--- config.mk ---
export PLATFORM = sky130hd
export DESIGN_NAME = snake_dir_queue
export DESIGN_NICKNAME = d
export VERILOG_FILES = /design/src/rtl/snake_dir_queue.sv
export SDC_FILE = /design/constraint.sdc
export NUM_CORES = 1
export LEC_CHECK = 0
export ABC_AREA = 1
export CAP_MARGIN = 10
export CORE_MARGIN = 1.5
export CORE_UTILIZATION = 55
export DETAILED_ROUTE_END_ITERATION = 7
export PLACE_DENSITY_LB_ADDON = 0.05
export RECOVER_POWER = 100
export SLEW_MARGIN = 20
export SYNTH_ARGS = -nofsm -noshare
export SYNTH_HDL_FRONTEND = slang
export SYNTH_SLANG_ARGS = --single-unit
--- constraint.sdc ---
create_clock -name clk -period 3 [get_ports clk]
set_input_delay 0.6 -clock clk [delete_from_list [all_inputs] [get_ports clk]]
set_output_delay 0.6 -clock clk [all_outputs]
set_load 0.05 [all_outputs]
--- src/rtl/snake_dir_queue.sv ---
// snake_dir_queue: PS/2 set-2 scancode front end for the snake game.
// Decodes E0/F0 prefixes and turns the Enter and Space makes into one-cycle
// start/pause pulses. Arrow-key makes are turned into a small FIFO of
// direction changes. A push is dropped if it repeats or reverses the
// direction it would follow. One entry is applied per snake step.
//
// Optional build macro: SNAKE_WASD_EN. When it is defined, the W/D/S/A
// normal makes (1D/23/1B/1C) steer the snake just like the arrow keys.
//
// Ports:
//   clk          system clock
//   rst          asynchronous reset, active-high
//   key          scancode byte from the keyboard receiver
//   key_pressed  one-cycle strobe, key valid this cycle
//   step         one-cycle snake move strobe
//   start        one-cycle pulse after an Enter make
//   pause        one-cycle pulse after a Space make
//   snake_dir    applied direction (0 up, 1 right, 2 down, 3 left)
//   queue_level  number of pending direction entries
module snake_dir_queue #(
   parameter int unsigned DEPTH    = 4,
   parameter logic [1:0]  INIT_DIR = 2'd1
) (
   input  logic                           clk,
   input  logic                           rst,
   input  logic [7:0]                     key,
   input  logic                           key_pressed,
   input  logic                           step,
   output logic                           start,
   output logic                           pause,
   output logic [1:0]                     snake_dir,
   output logic [$clog2(DEPTH+1)-1:0]     queue_level
);

   localparam int unsigned PTR_W = $clog2(DEPTH);
   localparam int unsigned LVL_W = $clog2(DEPTH + 1);

   localparam logic [7:0] KEY_EXT   = 8'hE0;
   localparam logic [7:0] KEY_BRK   = 8'hF0;
   localparam logic [7:0] KEY_ENTER = 8'h5A;
   localparam logic [7:0] KEY_SPACE = 8'h29;
   localparam logic [7:0] KEY_UP    = 8'h75;
   localparam logic [7:0] KEY_RIGHT = 8'h74;
   localparam logic [7:0] KEY_DOWN  = 8'h72;
   localparam logic [7:0] KEY_LEFT  = 8'h6B;
`ifdef SNAKE_WASD_EN
   localparam logic [7:0] KEY_W     = 8'h1D;
   localparam logic [7:0] KEY_D     = 8'h23;
   localparam logic [7:0] KEY_S     = 8'h1B;
   localparam logic [7:0] KEY_A     = 8'h1C;
`endif

   typedef enum logic [1:0] {
      IDLE    = 2'd0,
      EXT     = 2'd1,
      BRK     = 2'd2,
      EXT_BRK = 2'd3
   } pfx_state_t;

   pfx_state_t             state_q, state_d;
   logic [1:0]             mem_q [DEPTH];
   logic [1:0]             mem_d [DEPTH];
   logic [PTR_W-1:0]       head_q, head_d;
   logic [PTR_W-1:0]       tail_q, tail_d;
   logic [LVL_W-1:0]       level_q, level_d;
   logic [1:0]             dir_q, dir_d;
   logic                   start_q, start_d;
   logic                   pause_q, pause_d;

   logic                   norm_make;
   logic                   ext_make;
   logic                   start_ev;
   logic                   pause_ev;
   logic                   dir_vld;
   logic [1:0]             dir_new;
   logic [1:0]             ref_dir;
   logic                   q_empty;
   logic                   q_full;
   logic                   do_push;
   logic                   do_pop;

   // Prefix FSM: state register
   always_ff @(posedge clk or posedge rst) begin
      if (rst) state_q <= IDLE;
      else     state_q <= state_d;
   end

   // Prefix FSM: next state and make classification
   always_comb begin
      state_d   = state_q;
      norm_make = 1'b0;
      ext_make  = 1'b0;
      if (key_pressed) begin
         case (state_q)
            IDLE: begin
               if (key == KEY_EXT)      state_d = EXT;
               else if (key == KEY_BRK) state_d = BRK;
               else                     norm_make = 1'b1;
            end
            EXT: begin
               if (key == KEY_BRK)      state_d = EXT_BRK;
               else if (key == KEY_EXT) state_d = EXT;
               else begin
                  ext_make = 1'b1;
                  state_d  = IDLE;
               end
            end
            // Byte after a break prefix is a release code: drop it
            default: state_d = IDLE;
         endcase
      end
   end

   // Make code decode
   always_comb begin
      start_ev = 1'b0;
      pause_ev = 1'b0;
      dir_vld  = 1'b0;
      dir_new  = 2'd0;
      if (norm_make) begin
         case (key)
            KEY_ENTER: start_ev = 1'b1;
            KEY_SPACE: pause_ev = 1'b1;
`ifdef SNAKE_WASD_EN
            KEY_W: begin dir_vld = 1'b1; dir_new = 2'd0; end
            KEY_D: begin dir_vld = 1'b1; dir_new = 2'd1; end
            KEY_S: begin dir_vld = 1'b1; dir_new = 2'd2; end
            KEY_A: begin dir_vld = 1'b1; dir_new = 2'd3; end
`endif
            default: ;
         endcase
      end
      if (ext_make) begin
         case (key)
            KEY_UP:    begin dir_vld = 1'b1; dir_new = 2'd0; end
            KEY_RIGHT: begin dir_vld = 1'b1; dir_new = 2'd1; end
            KEY_DOWN:  begin dir_vld = 1'b1; dir_new = 2'd2; end
            KEY_LEFT:  begin dir_vld = 1'b1; dir_new = 2'd3; end
            default: ;
         endcase
      end
   end

   // Direction queue: filter against the direction the new entry would follow
   always_comb begin
      q_empty = (level_q == '0);
      q_full  = (level_q == LVL_W'(DEPTH));
      ref_dir = q_empty ? dir_q : mem_q[tail_q - PTR_W'(1)];
      do_pop  = step && !q_empty;
      // A full queue can still take a push when a pop frees a slot this cycle
      do_push = dir_vld && (dir_new != ref_dir) && (dir_new != (ref_dir ^ 2'b10))
                && (!q_full || step);

      mem_d   = mem_q;
      head_d  = head_q;
      tail_d  = tail_q;
      level_d = level_q;
      dir_d   = dir_q;
      start_d = start_ev;
      pause_d = pause_ev;

      if (start_ev) begin
         // New game: flush everything, ignoring any coincident step
         head_d  = '0;
         tail_d  = '0;
         level_d = '0;
         dir_d   = INIT_DIR;
      end else begin
         if (do_pop) begin
            dir_d  = mem_q[head_q];
            head_d = head_q + PTR_W'(1);
         end
         if (do_push) begin
            mem_d[tail_q] = dir_new;
            tail_d        = tail_q + PTR_W'(1);
         end
         if (do_push && !do_pop)      level_d = level_q + LVL_W'(1);
         else if (do_pop && !do_push) level_d = level_q - LVL_W'(1);
      end
   end

   // Queue and output registers
   always_ff @(posedge clk or posedge rst) begin
      if (rst) begin
         for (int unsigned i = 0; i < DEPTH; i++) mem_q[i] <= 2'd0;
         head_q  <= '0;
         tail_q  <= '0;
         level_q <= '0;
         dir_q   <= INIT_DIR;
         start_q <= 1'b0;
         pause_q <= 1'b0;
      end else begin
         mem_q   <= mem_d;
         head_q  <= head_d;
         tail_q  <= tail_d;
         level_q <= level_d;
         dir_q   <= dir_d;
         start_q <= start_d;
         pause_q <= pause_d;
      end
   end

   assign start       = start_q;
   assign pause       = pause_q;
   assign snake_dir   = dir_q;
   assign queue_level = level_q;

endmodule

==> results.py <==
metrics = {
    "run_status": {
        "status": "complete, no violations",
    },
    "placement": {
        "pre_cts_slack_ns": 0.1109,
        "io_buffers": 18,
        "dp_hpwl_um": 2526,
        "gp_congestion": 0.8318,
        "placed_area_um2": 1703,
    },
    "timing": {
        "whs_ns": 0.5204,
        "rsz0062_at_grt": "false",
        "final-setup-viol-count": 0,
        "drv_slew": 0,
        "final.setup_skew_ns": 0.003347,
        "setup_slack_ns": 0.4140,
        "tns_ns": 0,
        "fmax_ghz": 0.3867,
        "finalCritPeriodShare": 0.8620,
        "finalHoldViolCount": 0,
        "tightest_slew_ns": 0.8089,
        "relSlewSlack": 0.4602,
        "min_period_ns": 2.586,
    },
    "detailed_routing": {
        "dr.pass1.iters": 4,
        "postRouteAntennaNets": 0,
        "drtIter0Drc": 38,
        "wirelength_um": 3176,
        "drt-wirelength-per-cell_um": 11.90,
        "vias": 1387,
        "drc": 0,
        "viasPerCell": 5.195,
    },
    "yosys": {
        "synth.top_cell.area_share": 0.3370,
        "syn_nets": 232,
        "ys_top_cells_by_count": "nand2_1 (59), inv_1 (42), dfrtp_1 (20)",
        "synth_edf_count": 0,
        "avgSynthCellArea_um2": 6.908,
        "synth_area_leaders": "dfrtp_1 (34%), nand2_1 (15%), inv_1 (11%), nand3_1 (6.1%), o21ai_0 (4.0%)",
        "synthFlopType": "dfrtp_1",
        "yosysUniqueCellTypes": 28,
        "syn_inst": 215,
        "synth-seq-area-share": 0.3547,
        "syn-cell-area_um2": 1485,
        "synth_top_area_cell": "dfrtp_1",
        "synth-seq-cells": 21,
        "yosysMostFrequentCell": "nand2_1",
        "async_flop_share": 1.000,
        "yosysWarnings": 0,
    },
    "setup_path": {
        "startpoint_type": "primary input",
        "worst-path-buf-inv": 3,
        "crit_family": "simple AND/OR/NAND/NOR gates",
        "cp.arrival_ns": 2.85,
        "path_max_fanout": 6,
        "required_ns": 3.26,
        "cp_cell_sequence": "clkdlybuf4s50_1 -> nor2_1 -> nand2_2 -> nor2_4 -> nor2_1 -> nand3_1 -> nand2_1 -> nand3_1 -> inv_1 -> fa_1 -> xnor2_1 -> inv_1 -> nand2_1 -> nand3_1 -> nand2_1",
        "slowest_stage": "clkdlybuf4s50_1",
        "worstSetupEndpointType": "flip-flop",
        "criticalPathCategory": "primary input to flip-flop",
        "slowest_delay_ns": 0.51,
    },
    "cells_and_area": {
        "layout-drive-gt1-share": 0.07173,
        "n_antenna_cell": 0,
        "fin_area_um2": 1702,
        "area_growth_syn_to_layout_pct": 14.57,
        "fillers": 235,
        "layout.nets": 255,
    },
    "clocking": {
        "root_buffer": "clkbuf_4",
        "clock_latency_ns": 0.31,
        "cts_tree": "done",
        "hold_buffers": 0,
        "cts_resized": 0,
        "clk_path_buf_depth": 2,
        "clkTransAtPathRegs_ns": 0.13,
        "cts_made_buffers": 3,
        "cts_setup_buffers": 0,
        "clkSinkCount": 21,
        "h-tree-depth": 1,
    },
    "grt": {
        "grt_max_degree": 22,
        "grt_pass1_vias": 1209,
        "overflow": 0,
        "grtUsageTotal": 0.2273,
        "grt_pass1_wl_um": 4885,
        "antenna_found_initial": 0,
    },
    "floorplan": {
        "die_y_um": 54.97,
        "start_util": 0.5888,
        "rows": 18,
        "core_region_area_um2": 2522,
        "die_x_um": 54.97,
        "io_pins": 19,
        "die_area_um2": 3021,
    },
    "min_path": {
        "timing.hold.worst.class": "flip-flop to flip-flop",
    },
    "run": {
        "cap_violations": 0,
    },
    "pwr": {
        "p_leak_nw": 0.9124,
        "p_per_area_nw_per_um2": 691.2,
        "ir_drop_mv": 0.5083,
    },
}
path summary, 6_finish.rpt:
check,from,end,slack (ns),cells past startpoint
setup reg to reg,tail_q[0],queue_level[2],0.58,17
hold / removal,mem_q[5],mem_q[5],0.52,2
hold reg to reg,mem_q[5],mem_q[5],0.52,2
min in group asynchronous,rst,pause,0.86,2
max in group asynchronous,rst,mem_q[0],1.64,2
setup / recovery,key[0],queue_level[2],0.41,15
worst reg2reg max path, cell delays in order (launching register included):
cell	delay (ns)
dfrtp_1	0.48
inv_1	0.13
ha_1	0.31
inv_1	0.05
nand3_1	0.09
nand2_1	0.06
nand2_1	0.06
nand2_1	0.06
nand3_1	0.08
nand2_1	0.05
nand3_1	0.10
inv_1	0.07
fa_1	0.38
xnor2_1	0.19
inv_1	0.07
nand2_1	0.07
nand3_1	0.06
nand2_1	0.07
cell type report:
type                    instances  area, um^2  area share
well taps                      30       37.54     0.02206
inverters                      43       161.4     0.09485
flip-flops and latches         21       526.8      0.3096
clock buffers                   3       22.52     0.01324
clock inverters                 1       7.507    0.004412
multi-input cells             149       754.5      0.4434
repair buffers                 20       191.4      0.1125
flip-flops by register name, indices dropped and copies added (netlist names):
register	cells
mem_q	8
queue_level	3
head_q	2
snake_dir	2
state_q	2
tail_q	2
pause	1
start	1
per-layer routing:
| layer | vias up | track usage | part of all wire |
|---|---|---|---|
| met2 | 24 | 0.4048 | 0.50 |
| met3 | 8 | 0.02688 | 0.019 |
| met1 | 647 | 0.2678 | 0.46 |
| li1 | 708 | - | - |
| met5 | - | 0 | 0 |
| met4 | 0 | 0.1138 | 0.023 |
per-stage QoR:
| stage | utilization | total power [mW] | std cells |
|---|---|---|---|
| after global placement | 0.6751 | 1.029 | 263 |
| after floorplan | - | 0.8805 | 215 |
| after global routing | 0.6746 | 1.284 | 267 |
| after CTS | 0.6870 | 1.199 | 267 |
| after detailed placement | 0.6751 | 1.051 | 263 |
| final | 0.6746 | 1.176 | 267 |
cell families (layout without fill, tap and decap cells):
kind of cell             Yosys count  count (layout)  synth area share
AND/OR/NAND/NOR                  119             119            0.3875
flip-flops                        21              21            0.3547
buffers and inverters             45              67            0.1188
adder cells (fa/ha/maj)            5               5           0.04718
XOR/XNOR                           1               1          0.005898
AO/OA/AOI/OAI                     24              24           0.08593
power breakdown:
| part | switching [mW] | internal, mW |
|---|---|---|
| clock | 0.0989 | 0.0508 |
| combinational | 0.378 | 0.209 |
| sequential | 0.0791 | 0.360 |
| total | 0.556 | 0.620 |
cells in the final DEF, fill, tap and decap left out, types with 2 or more instances in the layout:
cell             count
o21a_1               2
o21ai_0             12
nor2_4               3
nor2_2               3
inv_1               43
dlygate4sd3_1        8
clkbuf_4             3
nor4_1               2
o21ai_1              2
a21oi_1              7
dfrtp_1             20
clkdlybuf4s50_1     10
nand3_1             20
ha_1                 4
nand2_1             60
nand4_1              3
nor2_1              20
nand2_2              2
Power figures use the tool's default switching activity.
==> RTL edit (same settings) <==
Add a define of `SNAKE_WASD_EN`.
--- a/src/rtl/snake_dir_queue.sv
+++ b/src/rtl/snake_dir_queue.sv
@@ -18,4 +18,6 @@
 //   snake_dir    applied direction (0 up, 1 right, 2 down, 3 left)
 //   queue_level  number of pending direction entries
+`define SNAKE_WASD_EN
+
 module snake_dir_queue #(
    parameter int unsigned DEPTH    = 4,
Behaviour: not the same (Yosys sat finds a counterexample within 4 cycles, from zero or initial values and one cycle with rst high).
==> RTL edit against the unedited design <==
  * Sequential cell count stayed put
  * Setup slack lost 0.18 ns
  * Worst hold slack got worse by 0.026 ns
  * Total power decreased by 4.0%
  * Synthesized cell count rose by 0.47%
  * Synthesized area grew 2.1%
  * Clock power shrank 13%
  * Fmax fell by 6.5%
  * Cell area rose by 5.1%
  * Wire length shrank 4.0%
  * Largest power group unchanged
  * Highest routed layer unchanged
==> RTL edit: results (changes against the unedited design) <==
Status:
- The flow ran to the end, and the final reports show no timing, DRC or antenna violations.

Placement:
- The cell count after placement is 270 (+2.7%).
- The number of I/O port buffers came to 18 (unchanged).
- The HPWL reported at the end of detailed placement was 2560 um (+1.4%).
- The placer congestion estimate is 0.837 (+0.63%).

Synth:
- After synthesis, the cell types taking the most area are dfrtp_1 33%, nand2_1 12%, inv_1 10%, nor2_1 5.7%, nand2_2 4.5%.
- Sorting the synthesized cells by how often they occur yields 48 x nand2_1, 42 x inv_1, 23 x nor2_1.
- The average instance area after synthesis is 7.02 um2 (+1.6%).
- The post-synthesis sequential area ratio is 34.7% (-0.73 points).
- The total of warnings raised by yosys is 0 (unchanged).
- The distinct cell type count after synthesis is 32 (+14%).
- The share of flip-flops with an asynchronous set or reset after synthesis was 100% (unchanged).
- The number of nets in the synthesized netlist came to 233 (+0.43%).

STA:
- The worst relative slew slack came to 48.1% (+2.0 points).
- The clock tree skew after final layout is 0.00577 ns (+0.00242 ns).

Routing:
- The average wire per cell in the routed design was 11.1 um (-6.4%).
- The number of design-rule violations left by the first detailed-router iteration was 60 (+58%).
- The per-cell via count in the routed design is 5.12 (-1.4%).
- The via count is 1403 (+1.2%).

Global route:
- The number of antenna violations at the first check in global routing came to 0 (unchanged).
- The first-pass GRT wire length is 5350 um (+9.6%).
- The global-route usage over all layers is 21.1% (-1.6 points).

Worst setup path:
- The critical path data arrival time was 2.96 ns (+0.11 ns).
- The peak fanout along the critical path is 4 (-2).

Min path:
- The path class of the tightest hold or removal check is reg -> reg.

Power:
- The highest ir drop seen on vdd is 0.871 mV (+71%).
- The static power due to leakage was 0.915 nW (+0.31%).

Layout:
- The share of post-route cells with drive strength above 1 is 13.1% (+5.9 points).
- The net total in the final layout is 262 (+2.7%).
- Ranked by flip-flop count, first place goes to mem_q.

Clocking:
- The worst-case clock buffer depth came to 2 (unchanged).
- The clock transition at the register clock pins on the worst setup and hold paths after CTS is 0.11 ns (-0.02 ns).
- The clock latency on the worst-skew pair was 0.29 ns (-0.02 ns).
## RTL edit: stage by stage
step                area (um2)  util (%)  hold WS, ns  total power [mW]  setup slack (ns)
floorplan                 1520         -        0.454             0.847             0.510
global placement          1780      70.1        0.475              1.00            0.0398
detailed placement        1780      70.1        0.484              1.03           -0.0633
CTS                       1810      71.1        0.501              1.16             0.240
global route              1790      70.3        0.514              1.21            0.0291
finish                    1790      70.3        0.494              1.13             0.236
## RTL edit: area by class of cell
| type | count | area (um2) |
|---|---|---|
| Multi-Input combinational cell | 150 | 803 |
| Fill cell | 217 | 756 |
| Sequential cell | 21 | 527 |
| Timing Repair Buffer | 25 | 229 |
| Inverter | 44 | 166 |
| Tap cell | 30 | 37.5 |
| Clock buffer | 4 | 26.3 |
## RTL edit: power breakdown
group | total (mW) | internal, mW | switching (mW) | leakage [nW]
Clock | 0.131 | 0.0517 | 0.0797 | 0.0150
Combinational | 0.590 | 0.210 | 0.380 | 0.625
Sequential | 0.408 | 0.350 | 0.0579 | 0.275
## RTL edit: cells by family after synthesis
| logic type | share of synthesized area (%) |
|---|---|
| simple gates | 35.3 |
| buf+inv | 11.3 |
| compound gates | 12.9 |
| flops | 34.7 |
| fa+ha+maj | 4.62 |
| xor+xnor | 1.16 |
## RTL edit: path summary, 6_finish.rpt
path	startpoint	endpoint	slack, ns	cells after the start
setup / recovery	key[1]	queue_level[2]	0.24	21
hold / removal	snake_dir[0]	snake_dir[0]	0.49	2
max in group asynchronous	rst	mem_q[6]	1.64	2
setup reg to reg	tail_q[0]	queue_level[2]	0.26	19
hold reg to reg	snake_dir[0]	snake_dir[0]	0.49	2
min in group asynchronous	rst	queue_level[0]	0.87	2
## RTL edit: routing by layer
layer  share of wire, %  GRT usage [%]  vias up
li1                   -              -      730
met1                 45           25.1      641
met2                 51           38.6       28
met3                3.5           3.51        4
met4               0.95           6.27        0
met5                  0              0        -
## RTL edit: worst max-delay path: stages
cell	delay, ns
clkdlybuf4s50_1	0.53
nor2_1	0.08
nand2_2	0.11
inv_2	0.05
nand2_1	0.09
nand2_2	0.07
nor2_4	0.11
o21ai_2	0.08
nand2_2	0.10
nand2_4	0.06
nand2_4	0.06
nand2_4	0.05
nand3_2	0.06
inv_1	0.05
fa_1	0.37
xnor2_1	0.19
inv_1	0.06
nand2_1	0.06
nand2_1	0.04
nand3_1	0.07
nand2_1	0.06
